==> config.mk <==
export PLATFORM = sky130hd
export DESIGN_NAME = seq_div_4bits
export DESIGN_NICKNAME = d
export VERILOG_FILES = /design/src/rtl/div_pkg.sv /design/src/rtl/cla_sub_5bits.sv /design/src/rtl/seq_div_4bits.sv
export SDC_FILE = /design/constraint.sdc
export NUM_CORES = 1
export LEC_CHECK = 0
export ABC_AREA = 1
export BUFFER_PORTS_ARGS = -buffer_cell sky130_fd_sc_hd__buf_2
export CAP_MARGIN = 5
export CORE_MARGIN = 8
export CORE_UTILIZATION = 30
export DETAILED_ROUTE_END_ITERATION = 7
export PLACE_DENSITY = 0.53
export SKIP_CTS_REPAIR_TIMING = 1
export SLEW_MARGIN = 40
export SYNTH_ARGS = -nofsm -noshare
export SYNTH_HDL_FRONTEND = slang
export SYNTH_SLANG_ARGS = --single-unit
export TNS_END_PERCENT = 50
==> constraint.sdc <==
create_clock -name clk -period 2 [get_ports clk]
set_input_delay 0.2 -clock clk [delete_from_list [all_inputs] [get_ports clk]]
set_output_delay 0.2 -clock clk [all_outputs]
set_load 0.01 [all_outputs]
==> src/rtl/div_pkg.sv <==
// div_pkg: shared constants and state encoding for the sequential divider.
// Latency: n/a (declarations only).
// Backpressure: n/a.
package div_pkg;

  localparam int DIV_W  = 4;          // operand / result width
  localparam int ITER_W = 2;          // iteration counter width (DIV_W iterations)
  localparam int SUB_W  = DIV_W + 1;  // working width of the trial subtraction

  localparam logic [DIV_W-1:0] DBZ_QUOTIENT = 4'hF;

  typedef enum logic [1:0] {
    IDLE = 2'd0,
    CALC = 2'd1,
    DONE = 2'd2
  } div_state_t;

endpackage

==> src/rtl/cla_sub_5bits.sv <==
// cla_sub_5bits: 5-bit subtractor X - Y = X + ~Y + 1 on a generate/propagate lookahead.
// Latency: combinational, zero cycles.
// Backpressure: none (pure logic).
// Ports: i_x minuend, i_y subtrahend, o_diff difference, o_borrow set when i_x < i_y.
module cla_sub_5bits
  import div_pkg::*;
(
  input  logic [SUB_W-1:0] i_x,
  input  logic [SUB_W-1:0] i_y,
  output logic [SUB_W-1:0] o_diff,
  output logic             o_borrow
);

  logic [SUB_W-1:0] w_g;
  logic [SUB_W-1:0] w_p;
  logic [SUB_W:0]   w_c;

  // Inverting Y turns the adder into a subtractor; the +1 is the carry-in.
  assign w_g    = i_x & ~i_y;
  assign w_p    = i_x ^ ~i_y;
  assign w_c[0] = 1'b1;

  // Each carry is the OR of every generate term propagated up to it, plus the
  // carry-in propagated through all lower bits -- no ripple chain.
  genvar i, j;
  for (i = 0; i < SUB_W; i++) begin : g_carry
    logic [i+1:0] w_terms;
    for (j = 0; j <= i; j++) begin : g_term
      if (j == i) begin : g_own
        assign w_terms[j] = w_g[j];
      end else begin : g_prop
        assign w_terms[j] = w_g[j] & (&w_p[i:j+1]);
      end
    end
    assign w_terms[i+1] = (&w_p[i:0]) & w_c[0];
    assign w_c[i+1]     = |w_terms;
  end

  assign o_diff   = w_p ^ w_c[SUB_W-1:0];
  // No carry out of X + ~Y + 1 means the subtraction wrapped, i.e. a borrow.
  assign o_borrow = ~w_c[SUB_W];

endmodule

==> src/rtl/seq_div_4bits.sv <==
// seq_div_4bits: 4-bit unsigned restoring divider, one quotient bit per cycle.
// Latency: done 4 edges after capture (0 edges for divide-by-zero), one-cycle strobe.
// Backpressure: none; enable is dropped while busy, no queueing.
// Ports: clk, rst_n (sync, active-low), enable/A/B request; Qt/R/div_by_zero
//        registered results valid with done; busy high from capture until done ends.
module seq_div_4bits
  import div_pkg::*;
(
  input  logic             clk,
  input  logic             rst_n,
  input  logic             enable,
  input  logic [DIV_W-1:0] A,
  input  logic [DIV_W-1:0] B,
  output logic [DIV_W-1:0] Qt,
  output logic [DIV_W-1:0] R,
  output logic             done,
  output logic             busy,
  output logic             div_by_zero
);

  div_state_t r_state;
  div_state_t w_state_nxt;

  logic [DIV_W-1:0]  r_dvd;    // dividend shifts out MSB-first, quotient shifts in
  logic [DIV_W-1:0]  r_dvs;
  logic [DIV_W-1:0]  r_part;   // partial remainder; always < divisor, so 4 bits suffice
  logic [ITER_W-1:0] r_cnt;
  logic [DIV_W-1:0]  r_qt;
  logic [DIV_W-1:0]  r_rem;
  logic              r_dbz;

  logic              w_capture;
  logic              w_step;
  logic              w_last;
  logic [SUB_W-1:0]  w_shift;
  logic [SUB_W-1:0]  w_trial;
  logic              w_borrow;
  logic [DIV_W-1:0]  w_part_nxt;
  logic [DIV_W-1:0]  w_quot_nxt;
  logic              w_unused_trial_msb;

  // The 5-bit working value is the partial remainder shifted with the next
  // dividend bit; its MSB matters only to the subtraction.
  assign w_shift = {r_part, r_dvd[DIV_W-1]};

  cla_sub_5bits u_sub (
    .i_x      (w_shift),
    .i_y      ({1'b0, r_dvs}),
    .o_diff   (w_trial),
    .o_borrow (w_borrow)
  );

  // A successful trial is always below the divisor, so its MSB is zero; a
  // restore keeps a shifted value that was already below the divisor.
  assign w_unused_trial_msb = w_trial[SUB_W-1];
  assign w_part_nxt = w_borrow ? w_shift[DIV_W-1:0] : w_trial[DIV_W-1:0];
  assign w_quot_nxt = {r_dvd[DIV_W-2:0], ~w_borrow};

  always_ff @(posedge clk) begin
    if (!rst_n) begin
      r_state <= IDLE;
    end else begin
      r_state <= w_state_nxt;
    end
  end

  always_comb begin
    w_state_nxt = r_state;
    w_capture   = 1'b0;
    w_step      = 1'b0;
    w_last      = 1'b0;
    done        = 1'b0;
    busy        = 1'b1;
    case (r_state)
      IDLE: begin
        busy = 1'b0;
        if (enable) begin
          w_capture   = 1'b1;
          w_state_nxt = (B == '0) ? DONE : CALC;
        end
      end
      CALC: begin
        w_step = 1'b1;
        if (r_cnt == ITER_W'(DIV_W - 1)) begin
          w_last      = 1'b1;
          w_state_nxt = DONE;
        end
      end
      DONE: begin
        done        = 1'b1;
        w_state_nxt = IDLE;
      end
      default: begin
        busy        = 1'b0;
        w_state_nxt = IDLE;
      end
    endcase
  end

  always_ff @(posedge clk) begin
    if (!rst_n) begin
      r_dvd  <= '0;
      r_dvs  <= '0;
      r_part <= '0;
      r_cnt  <= '0;
      r_qt   <= '0;
      r_rem  <= '0;
      r_dbz  <= 1'b0;
    end else if (w_capture) begin
      r_dvd  <= A;
      r_dvs  <= B;
      r_part <= '0;
      r_cnt  <= '0;
      // Divide-by-zero resolves at capture; results are otherwise left alone
      // until the operation completes.
      if (B == '0) begin
        r_qt  <= DBZ_QUOTIENT;
        r_rem <= A;
        r_dbz <= 1'b1;
      end
    end else if (w_step) begin
      r_part <= w_part_nxt;
      r_dvd  <= w_quot_nxt;
      r_cnt  <= r_cnt + 1'b1;
      if (w_last) begin
        r_qt  <= w_quot_nxt;
        r_rem <= w_part_nxt;
        r_dbz <= 1'b0;
      end
    end
  end

  assign Qt          = r_qt;
  assign R           = r_rem;
  assign div_by_zero = r_dbz;

endmodule
After elaboration in Yosys (flattened, before gate mapping):

Cells that the tools add are included.

* register bits: 25
* bits of input ports: 11
* output and inout port bits: 11
* word-level logic and storage cells: 72

* add/subtract/negate cells: 1
* equal/unequal tests: 6
* multiplexer cells: 26
* bitwise operators: 12
* reductions and logical operators: 19

Operators with widths (number)
* 2-to-1 mux 4 bit: 11
* 2-to-1 mux 1 bit: 11
* AND reduction 3 bit: 3
* AND reduction 2 bit: 4
* bitwise AND 1 bit: 7
* 2-to-1 mux 2 bit: 3
* OR reduction 2 bit: 3
* OR reduction 6 bit: 1
* bitwise AND 5 bit: 1
* NOT 4 -> 5 bit: 1
* AND reduction 5 bit: 1
* XOR 5 bit: 1
* equality test 2 bit, second input constant: 2
* logical NOT 4 bit: 1
* inequality test 2 bit, second input constant: 2
* case mux 2 bit (2 select lines): 1
* AND reduction 4 bit: 1
* nonzero test 2 bit: 2
* OR reduction 4 bit: 1
* XOR 4 bit: 1
* OR reduction 3 bit: 1
* adder 2 x 1 -> 2 bit, second input constant: 1
* equality test 2 x 1 -> 1 bit, second input constant: 1
* logical NOT 2 bit: 1
* other kinds (2): 2

Longest topological paths before layout:

Gate-level depths: netlist (run 1).

* depth after elaboration: 10
* gate-level depth with buffers: 11
* depth with buffers taken out: 11

Cells and area by module:

Synthesis (run 1) repeated with hierarchy kept, for this count alone.

* cells, all modules: 238
* area, all modules: 1582.8 sq um

By module, submodules not included
* seq_div_4bits: times used 1, cells each 191, area an instance 1311.3 sq um, sequential area each 500.5 sq um
* cla_sub_5bits: times used 1, cells each 47, area an instance 271.5 sq um, sequential area each 0.0 sq um

Worst setup path after synthesis (run 1):

Ideal clock, no wire load.

* path type: reg2reg
* start point: register r_dvs[2]
* end point: register r_part[1]
* library setup time: 0.113 ns
* data arrival time: 1.312 ns
* data required time: 1.887 ns
* setup slack: 0.575 ns
* stages on the path, launching flop included: 10
* buffers on the path: 0
* period minus slack after synthesis: 1.425 ns
* cell sequence: dfxtp_1 inv_1 ha_1 or2_4 nand3_4 nand2_4 nand2_2 nand2_2 o21ai_1 inv_1

* cells in the longest elaborated chain, start to end: 6
* elaborated cells on any way between the ends: 11
* those cells by class: mux (1); bitwise (6); reduce/logical (4)

RTL lines
* start, declared: RTL line seq_div_4bits.sv:25 `logic [DIV_W-1:0] r_dvs;`
* start signal, assigned: RTL line seq_div_4bits.sv:103 `r_dvs <= '0;`
* start signal, assigned: RTL line seq_div_4bits.sv:111 `r_dvs <= B;`
* NOT 4 -> 5 bit *: RTL line cla_sub_5bits.sv:19, cla_sub_5bits.sv:20
* XOR 5 bit: RTL line cla_sub_5bits.sv:20 `assign w_p = i_x ^ ~i_y;`
* AND reduction 4 bit / AND reduction 3 bit (equally long branches): RTL line cla_sub_5bits.sv:32 `assign w_terms[j] = w_g[j] & (&w_p[i:j+1]);`
* bitwise AND 1 bit: RTL line cla_sub_5bits.sv:32
* OR reduction 6 bit *: RTL line cla_sub_5bits.sv:36 `assign w_c[i+1] = |w_terms;`
* 2-to-1 mux 4 bit *: RTL line seq_div_4bits.sv:56 `assign w_part_nxt = w_borrow ? w_shift[DIV_W-1:0] : w_trial[DIV_W-1:0];`
* end signal, assigned: RTL line seq_div_4bits.sv:122 `r_part <= w_part_nxt;`
* end, declared: RTL line seq_div_4bits.sv:26 `logic [DIV_W-1:0] r_part;`

Every way passes the cells marked *; elsewhere a longest branch is shown, timed or not.
A chain may end at the register's enable or synchronous reset.

Worst setup path after layout (run 1):

* start point: register r_state[0]
* end point: register r_rem[0], in the netlist R[0]

* cells in the longest elaborated chain, start to end: 4
* elaborated cells on any way between the ends: 10
* those cells by class: eq/ne (2); mux (4); reduce/logical (4)

RTL lines
* start, declared: RTL line seq_div_4bits.sv:21 `div_state_t r_state;`
* start signal, assigned: RTL line seq_div_4bits.sv:63 `r_state <= w_state_nxt;`
* logical NOT 2 bit / equality test 2 x 1 -> 1 bit (equally long branches): RTL line seq_div_4bits.sv:74 `case (r_state)`
* 2-to-1 mux 1 bit: RTL line seq_div_4bits.sv:74
* inequality test 2 x 1 -> 1 bit (no line) / nonzero test 2 bit (equally long branches)
* AND reduction 3 bit (no line)
* end signal, assigned: RTL line seq_div_4bits.sv:127 `r_rem <= w_part_nxt;`
* end, declared: RTL line seq_div_4bits.sv:29 `logic [DIV_W-1:0] r_rem;`

Parallel ways exist; a longest one is shown, timed or not.

==> out/results.txt, run 1 <==
R2R Path Start: r_state[0]
Clock share of power: 20.0%
Seq/Total Area, Yosys: 36.7%
Crit path launch type: register
Worst Hold Path EP: r_dvs[3]
Clock sink total: 25
Unrepaired setup endpoints after global routing: no
Number of remaining DRC errors: 0
Slowest-stage cell, CP: dfxtp_1
Post-Route WL: 3280 µm
Fillers: 474
CP delay by family, top: compound AO/OA/AOI/OAI gates
Die Footprint: 6960 µm²
Largest net degree at the start of global routing: 20
Reg2reg path depth: 8
Synthesized area: 1370 µm²
Drt first pass iters: 4
Worst slack, placed: 0.338 ns
Post-Syn Instances: 178
Max-Cap Viols: 0
Root buf cell: clkbuf_8
Setup CP Type: reg -> reg
Total track usage: 9.58%
Wirelength per Cell: 12.9 µm
Gate power share: 40.6%
Number of warnings issued by yosys: 0
Synth cell types: 32
Power after layout: 1.53 mW
Iter 0 DRT Violations: 83
Yosys reg bits: 25
Pins Over Slew Limit: 0
Final Core Density: 35.7%
WL met2: 1400 µm
Vias in the first global route: 1228
Power Dens Cells: 978 nW/µm²
Share of power burned in registers: 39.4%
Setup TNS: 0 ns
Share of cells above drive strength 1: 20.9%
PortBufs: 21
Sw frac: 38.6%
Die X: 83.5 µm
Post-DP HPWL: 2530 µm
Die H: 83.5 µm
Worst hold path type: in -> reg
Psw: 591 µW
Fin nets: 222
Run status: finished clean
Hold Fails Final Rpt: 0
Worst R2R Setup Slack: 0.32 ns
Net count after synthesis: 198
Worst R2R End: R[0]
Tcrit/Tclk final: 83.9%
Worst-Skew Late Latency: 0.27 ns
Non-Filler Cell Area, Final: 1570 µm²
Gr ovfl total: 0
TritonCTS clock tree: yes
Post-route setup slack: 0.322 ns
Slew HR: 77.5%
Buf+Inv Stages, Crit Path: 3
Via Count: 1192
First-pass GRT wire length: 5660 µm
Htree depth: 1
Reg area: 500 µm²
Multi-input gate area: 711 µm²
Worst Skew: 0.00197 ns
Hold Crit Start: B[3]
CP Data Arrival Time: 1.84 ns
Leak: 0.779 nW
Initial antenna violation count: 0
Highest routed layer: met4
Starting density of the core: 31.1%
Average size of a mapped cell: 7.67 µm²
Cell-internal power: 940 µW
WL met3: 202 µm
Core region area: 4380 µm²
Ports: 22
Post-route ant nets: 0
Tightest Pin Transition: 0.337 ns
Register clock-pin slew on the reported worst setup and hold paths: 0.09 ns
Rows: 24
P&R area growth vs syn: 14.7%
Routability cong.: 0.843
Vias per cell: 4.71
Wl on met1: 1630 µm
FMAX: 0.596 GHz
Minimum clock period: 1.68 ns
Hold Path Depth: 3
Crit path largest cell delay: 0.37 ns
Peak supply drop: 449 µV
Req. time, crit path: 2.16 ns
# setup viols final: 0
CP Max Fanout: 19
Endpoint class of the critical path: register
Crit path cell chain: inv_1 -> ha_1 -> nand2_4 -> inv_6 -> o21ai_4 -> inv_4 -> o21ai_1 -> a21oi_1
CTS max path bufs: 2
Antenna diode count: 0
Number of CTS-inserted buffers: 3
Area after DPL: 1520 µm²
final cells by class:
| class | instances | share of cell area, % |
|---|---|---|
| clock buffer | 4 | 2.88 |
| inverter | 33 | 8.39 |
| multi-input combinational | 117 | 45.4 |
| sequential | 25 | 32.0 |
| tap | 52 | 4.16 |
| timing repair buffer | 22 | 7.19 |
placed cells by master, fill, tap and decap left out:
master	netlist	final
o22ai_2	1	1
nand3_1	8	8
nand2_1	32	32
inv_4	1	1
a221oi_1	1	1
inv_6	1	1
o221ai_1	2	2
clkbuf_1	1	1
xnor2_1	3	3
nand2_2	2	2
nor2_2	1	1
nor2_1	10	10
clkbuf_8	0	3
buf_2	0	21
a21oi_2	1	1
inv_2	1	1
o21ai_1	8	8
o211ai_2	1	1
a21oi_1	17	17
o21ai_0	6	6
dfxtp_1	25	25
o21ai_4	1	1
nand4_1	2	2
nand3_2	1	1
nand3b_1	1	1
inv_1	30	30
ha_1	9	9
buf_4	1	1
o21ai_2	1	1
or2_4	1	1
a31oi_1	4	4
nand3_4	1	1
nand2_4	3	3
tightest hold or removal path, cell delays in order:
cell and delay (ns):
buf_2 0.09, o21ai_0 0.07, a21oi_1 0.10
kinds of logic (layout without fill, tap and decap cells):
group	Yosys count	after routing	share of synthesized area, %
XOR/XNOR	3	3	1.93
AO/OA/AOI/OAI	43	43	19.4
flip-flops	25	25	36.7
AND/OR/NAND/NOR	62	62	22.5
buffers and inverters	36	59	11.3
adder cells (fa/ha/maj)	9	9	8.25
Yosys cell counts:
library cell   n  area share (%)
nand3_4        1             1.3
xnor2_1        3             1.9
o22ai_2        1            0.92
buf_6          1            0.82
o211ai_2       1            0.92
nand2_2        2            0.92
inv_1         30             8.2
nand4_1        2            0.92
nand3b_1       1            0.55
inv_2          1            0.27
o21ai_4        1             1.2
nor2_1        10             2.8
a21oi_2        1            0.64
a21oi_1       17             6.2
o221ai_1       2             1.3
or2_4          1            0.64
o21ai_1        8             2.9
nand3_2        1            0.73
inv_4          1            0.46
nor2_2         1            0.46
a31oi_1        4             1.8
nand3_1        8             2.9
o21ai_2        1            0.64
dfxtp_1       25              37
a221oi_1       1            0.64
buf_4          1            0.55
clkbuf_1       1            0.27
inv_6          1            0.64
o21ai_0        6             2.2
nand2_4        3             2.5
ha_1           9             8.2
nand2_1       32             8.8
power by group through the flow:
stage	logic [mW]	registers [mW]	clock network [mW]
floorplan	0.469	0.623	0
global placement	0.627	0.617	0
detailed placement	0.621	0.615	0
CTS	0.626	0.604	0.317
global route	0.703	0.614	0.334
finish	0.621	0.603	0.307
layer usage:
| layer | GRT usage (%) | vias up |
|---|---|---|
| met3 | 3.22 | 2 |
| li1 | - | 624 |
| met5 | 0 | - |
| met4 | 2.35 | 0 |
| met1 | 12.2 | 534 |
| met2 | 15.1 | 32 |
worst max path at each step:
| stage | start | endpoint | slack (ns) | cells after the start |
|---|---|---|---|---|
| floorplan | r_dvs[2] | r_part[1] | 0.57 | 9 |
| CTS | r_state[0] | R[0] | 0.31 | 8 |
| global placement | r_state[0] | R[3] | 0.34 | 8 |
| global route | r_state[0] | R[0] | 0.19 | 8 |
| detailed placement | r_state[0] | R[0] | 0.34 | 8 |
| finish | r_state[0] | R[0] | 0.32 | 8 |
sequential cells by signal, indices dropped and copies added, names as in the netlist:
signal	count
Qt	4
R	4
div_by_zero	1
r_cnt	2
r_dvd	4
r_dvs	4
r_part	4
r_state	2
stage by stage:
stage          hold slack [ns]  cells
4_1_cts                  0.224    253
2_1_floorplan            0.338    178
3_3_place_gp             0.444    249
3_5_place_dp             0.447    249
5_1_grt                  0.240    253
6_report                 0.229    253
Note: power is estimated with default switching activity, not from simulation.
==> run 2: changes to the inputs <==
==> constraint.sdc (replaced) <==
create_clock -name clk -period 1.6 [get_ports clk]
set_input_delay 0.16 -clock clk [delete_from_list [all_inputs] [get_ports clk]]
set_output_delay 0.16 -clock clk [all_outputs]
set_load 0.01 [all_outputs]
==> out/results.txt, run 2 (synthesis gave the netlist of run 1 again) <==
Run status: finished clean
Antenna diode count: 0
Post-DP HPWL: 2580 µm
Total track usage: 9.98%
Share of power burned in registers: 38.0%
Minimum clock period: 1.47 ns
Critical path's most frequent cell: nand2_1
Slew HR: 77.8%
P&R area growth vs syn: 21.4%
CP Data Arrival Time: 1.65 ns
Die H: 83.5 µm
R2R Path Start: r_dvd[3]
Fin nets: 227
Gr ovfl total: 0
First-pass GRT wire length: 5870 µm
Wirelength per Cell: 12.9 µm
Hold Crit Start: A[0]
CP Max Fanout: 7
CP delay by family, top: simple AND/OR/NAND/NOR gates
Non-Filler Cell Area, Final: 1660 µm²
Most frequent cells in the layout: nand2_1, inv_1, dfxtp_1
Crit path cell chain: inv_1 -> ha_4 -> nand3_1 -> nand3_2 -> nand3_4 -> nand2_4 -> nand2_1 -> nand2_1 -> nand2_1 -> nand2_1 -> inv_1
Routability cong.: 0.809
Number of CTS-inserted buffers: 3
Core region area: 4380 µm²
Most common cell after layout, fill and taps aside: nand2_1
Hold Fails Final Rpt: 0
Vias per cell: 4.66
Worst Skew: 0.00408 ns
Endpoint class of the critical path: register
Psw: 763 µW
Buf+Inv Stages, Crit Path: 2
Root buf cell: clkbuf_8
Via Count: 1203
Tightest Pin Transition: 0.332 ns
FMAX: 0.681 GHz
Req. time, crit path: 1.78 ns
Htree depth: 1
Number of remaining DRC errors: 0
Worst Hold Path EP: r_dvd[0]
Rows: 24
Hold Path Depth: 3
Fillers: 476
Starting density of the core: 31.1%
Area after DPL: 1550 µm²
Slowest-stage cell, CP: dfxtp_1
Sw frac: 38.2%
PortBufs: 21
Leak: 0.810 nW
# setup viols final: 0
Worst hold path type: in -> reg
Setup CP Type: reg -> reg
Register clock-pin slew on the reported worst setup and hold paths: 0.09 ns
Worst R2R End: r_part[2]
TritonCTS clock tree: yes
Max-Cap Viols: 0
Worst R2R Setup Slack: 0.13 ns
Reg2reg path depth: 11
Peak supply drop: 469 µV
Gate power share: 42.6%
Clock share of power: 19.4%
Clock sink total: 25
Hold_ws: 0.180 ns
Iter 0 DRT Violations: 55
Cell-internal power: 1.24 mW
Vias in the first global route: 1252
Crit path launch type: register
Drt first pass iters: 4
Crit path largest cell delay: 0.34 ns
Power Dens Cells: 1210 nW/µm²
Post-Route WL: 3340 µm
Tcrit/Tclk final: 91.8%
CTS max path bufs: 2
Largest net degree at the start of global routing: 18
Share of cells above drive strength 1: 27.2%
Die X: 83.5 µm
Post-route ant nets: 0
Ports: 22
Initial antenna violation count: 0
Worst-Skew Late Latency: 0.27 ns
Pins Over Slew Limit: 0
Die Footprint: 6960 µm²
## run 2: changes by cell type in the layout (fill, tap and decap cells not counted)
cell and delta:
buf_4 +4, buf_8 +1, clkbuf_1 -1, clkinv_2 +1, dfxtp_1 -3, dfxtp_2 +3, ha_1 -4, ha_2 +1
ha_4 +3, nand2_1 -1, nand2_2 +1
## run 2: per-stage QoR
stage | TNS, ns | setup WS (ns) | utilization (%) | instances | power [mW]
final | 0 | 0.132 | 37.8 | 258 | 2.00
after global routing | -0.0184 | -0.0107 | 37.8 | 258 | 2.16
after CTS | 0 | 0.0771 | 36.4 | 257 | 1.97
after detailed placement | 0 | 0.0883 | 35.4 | 253 | 1.57
after global placement | 0 | 0.0892 | 35.4 | 253 | 1.57
after floorplan | 0 | 0.175 | - | 178 | 1.36
## run 2: cell type report
type | instances | area, µm² | area share [%]
sequential | 25 | 504 | 30.4
clock inverter | 1 | 5.00 | 0.302
multi-input combinational | 117 | 753 | 45.4
timing repair buffer | 27 | 158 | 9.51
clock buffer | 3 | 41.3 | 2.49
tap | 52 | 65.1 | 3.92
inverter | 33 | 131 | 7.92
## run 2: worst register-to-register path, cell delays in order (launching register included)
cell	delay [ns]
dfxtp_1	0.34
inv_1	0.08
ha_4	0.29
nand3_1	0.08
nand3_2	0.09
nand3_4	0.13
nand2_4	0.10
nand2_1	0.07
nand2_1	0.07
nand2_1	0.05
nand2_1	0.05
inv_1	0.03
## run 2: power by group through the flow
stage	Clock (mW)	Combinational, mW	Sequential (mW)
final	0.388	0.852	0.759
after global routing	0.428	0.958	0.771
after CTS	0.408	0.804	0.753
after detailed placement	0	0.800	0.767
after global placement	0	0.800	0.768
after floorplan	0	0.586	0.779
## run 2: per-layer routing
layer  global-route usage (%)  vias up  routed length [µm]
met5                        0        -                   0
met4                     2.83        0                  38
met3                     2.83        2                 165
met2                     15.6       24                1460
met1                     12.9      541                1680
li1                         -      636                   -
## run 2: worst max path at each step
| stage | slack, ns | depth (start not counted) | to | from |
|---|---|---|---|---|
| global route | -0.01 | 10 | r_part[1] | r_dvd[3] |
| detailed placement | 0.09 | 9 | r_part[0] | r_dvs[2] |
| finish | 0.13 | 11 | r_part[2] | r_dvd[3] |
| floorplan | 0.17 | 9 | r_part[1] | r_dvs[2] |
| global placement | 0.09 | 9 | r_part[2] | r_dvs[2] |
| CTS | 0.08 | 9 | r_part[1] | r_dvs[2] |
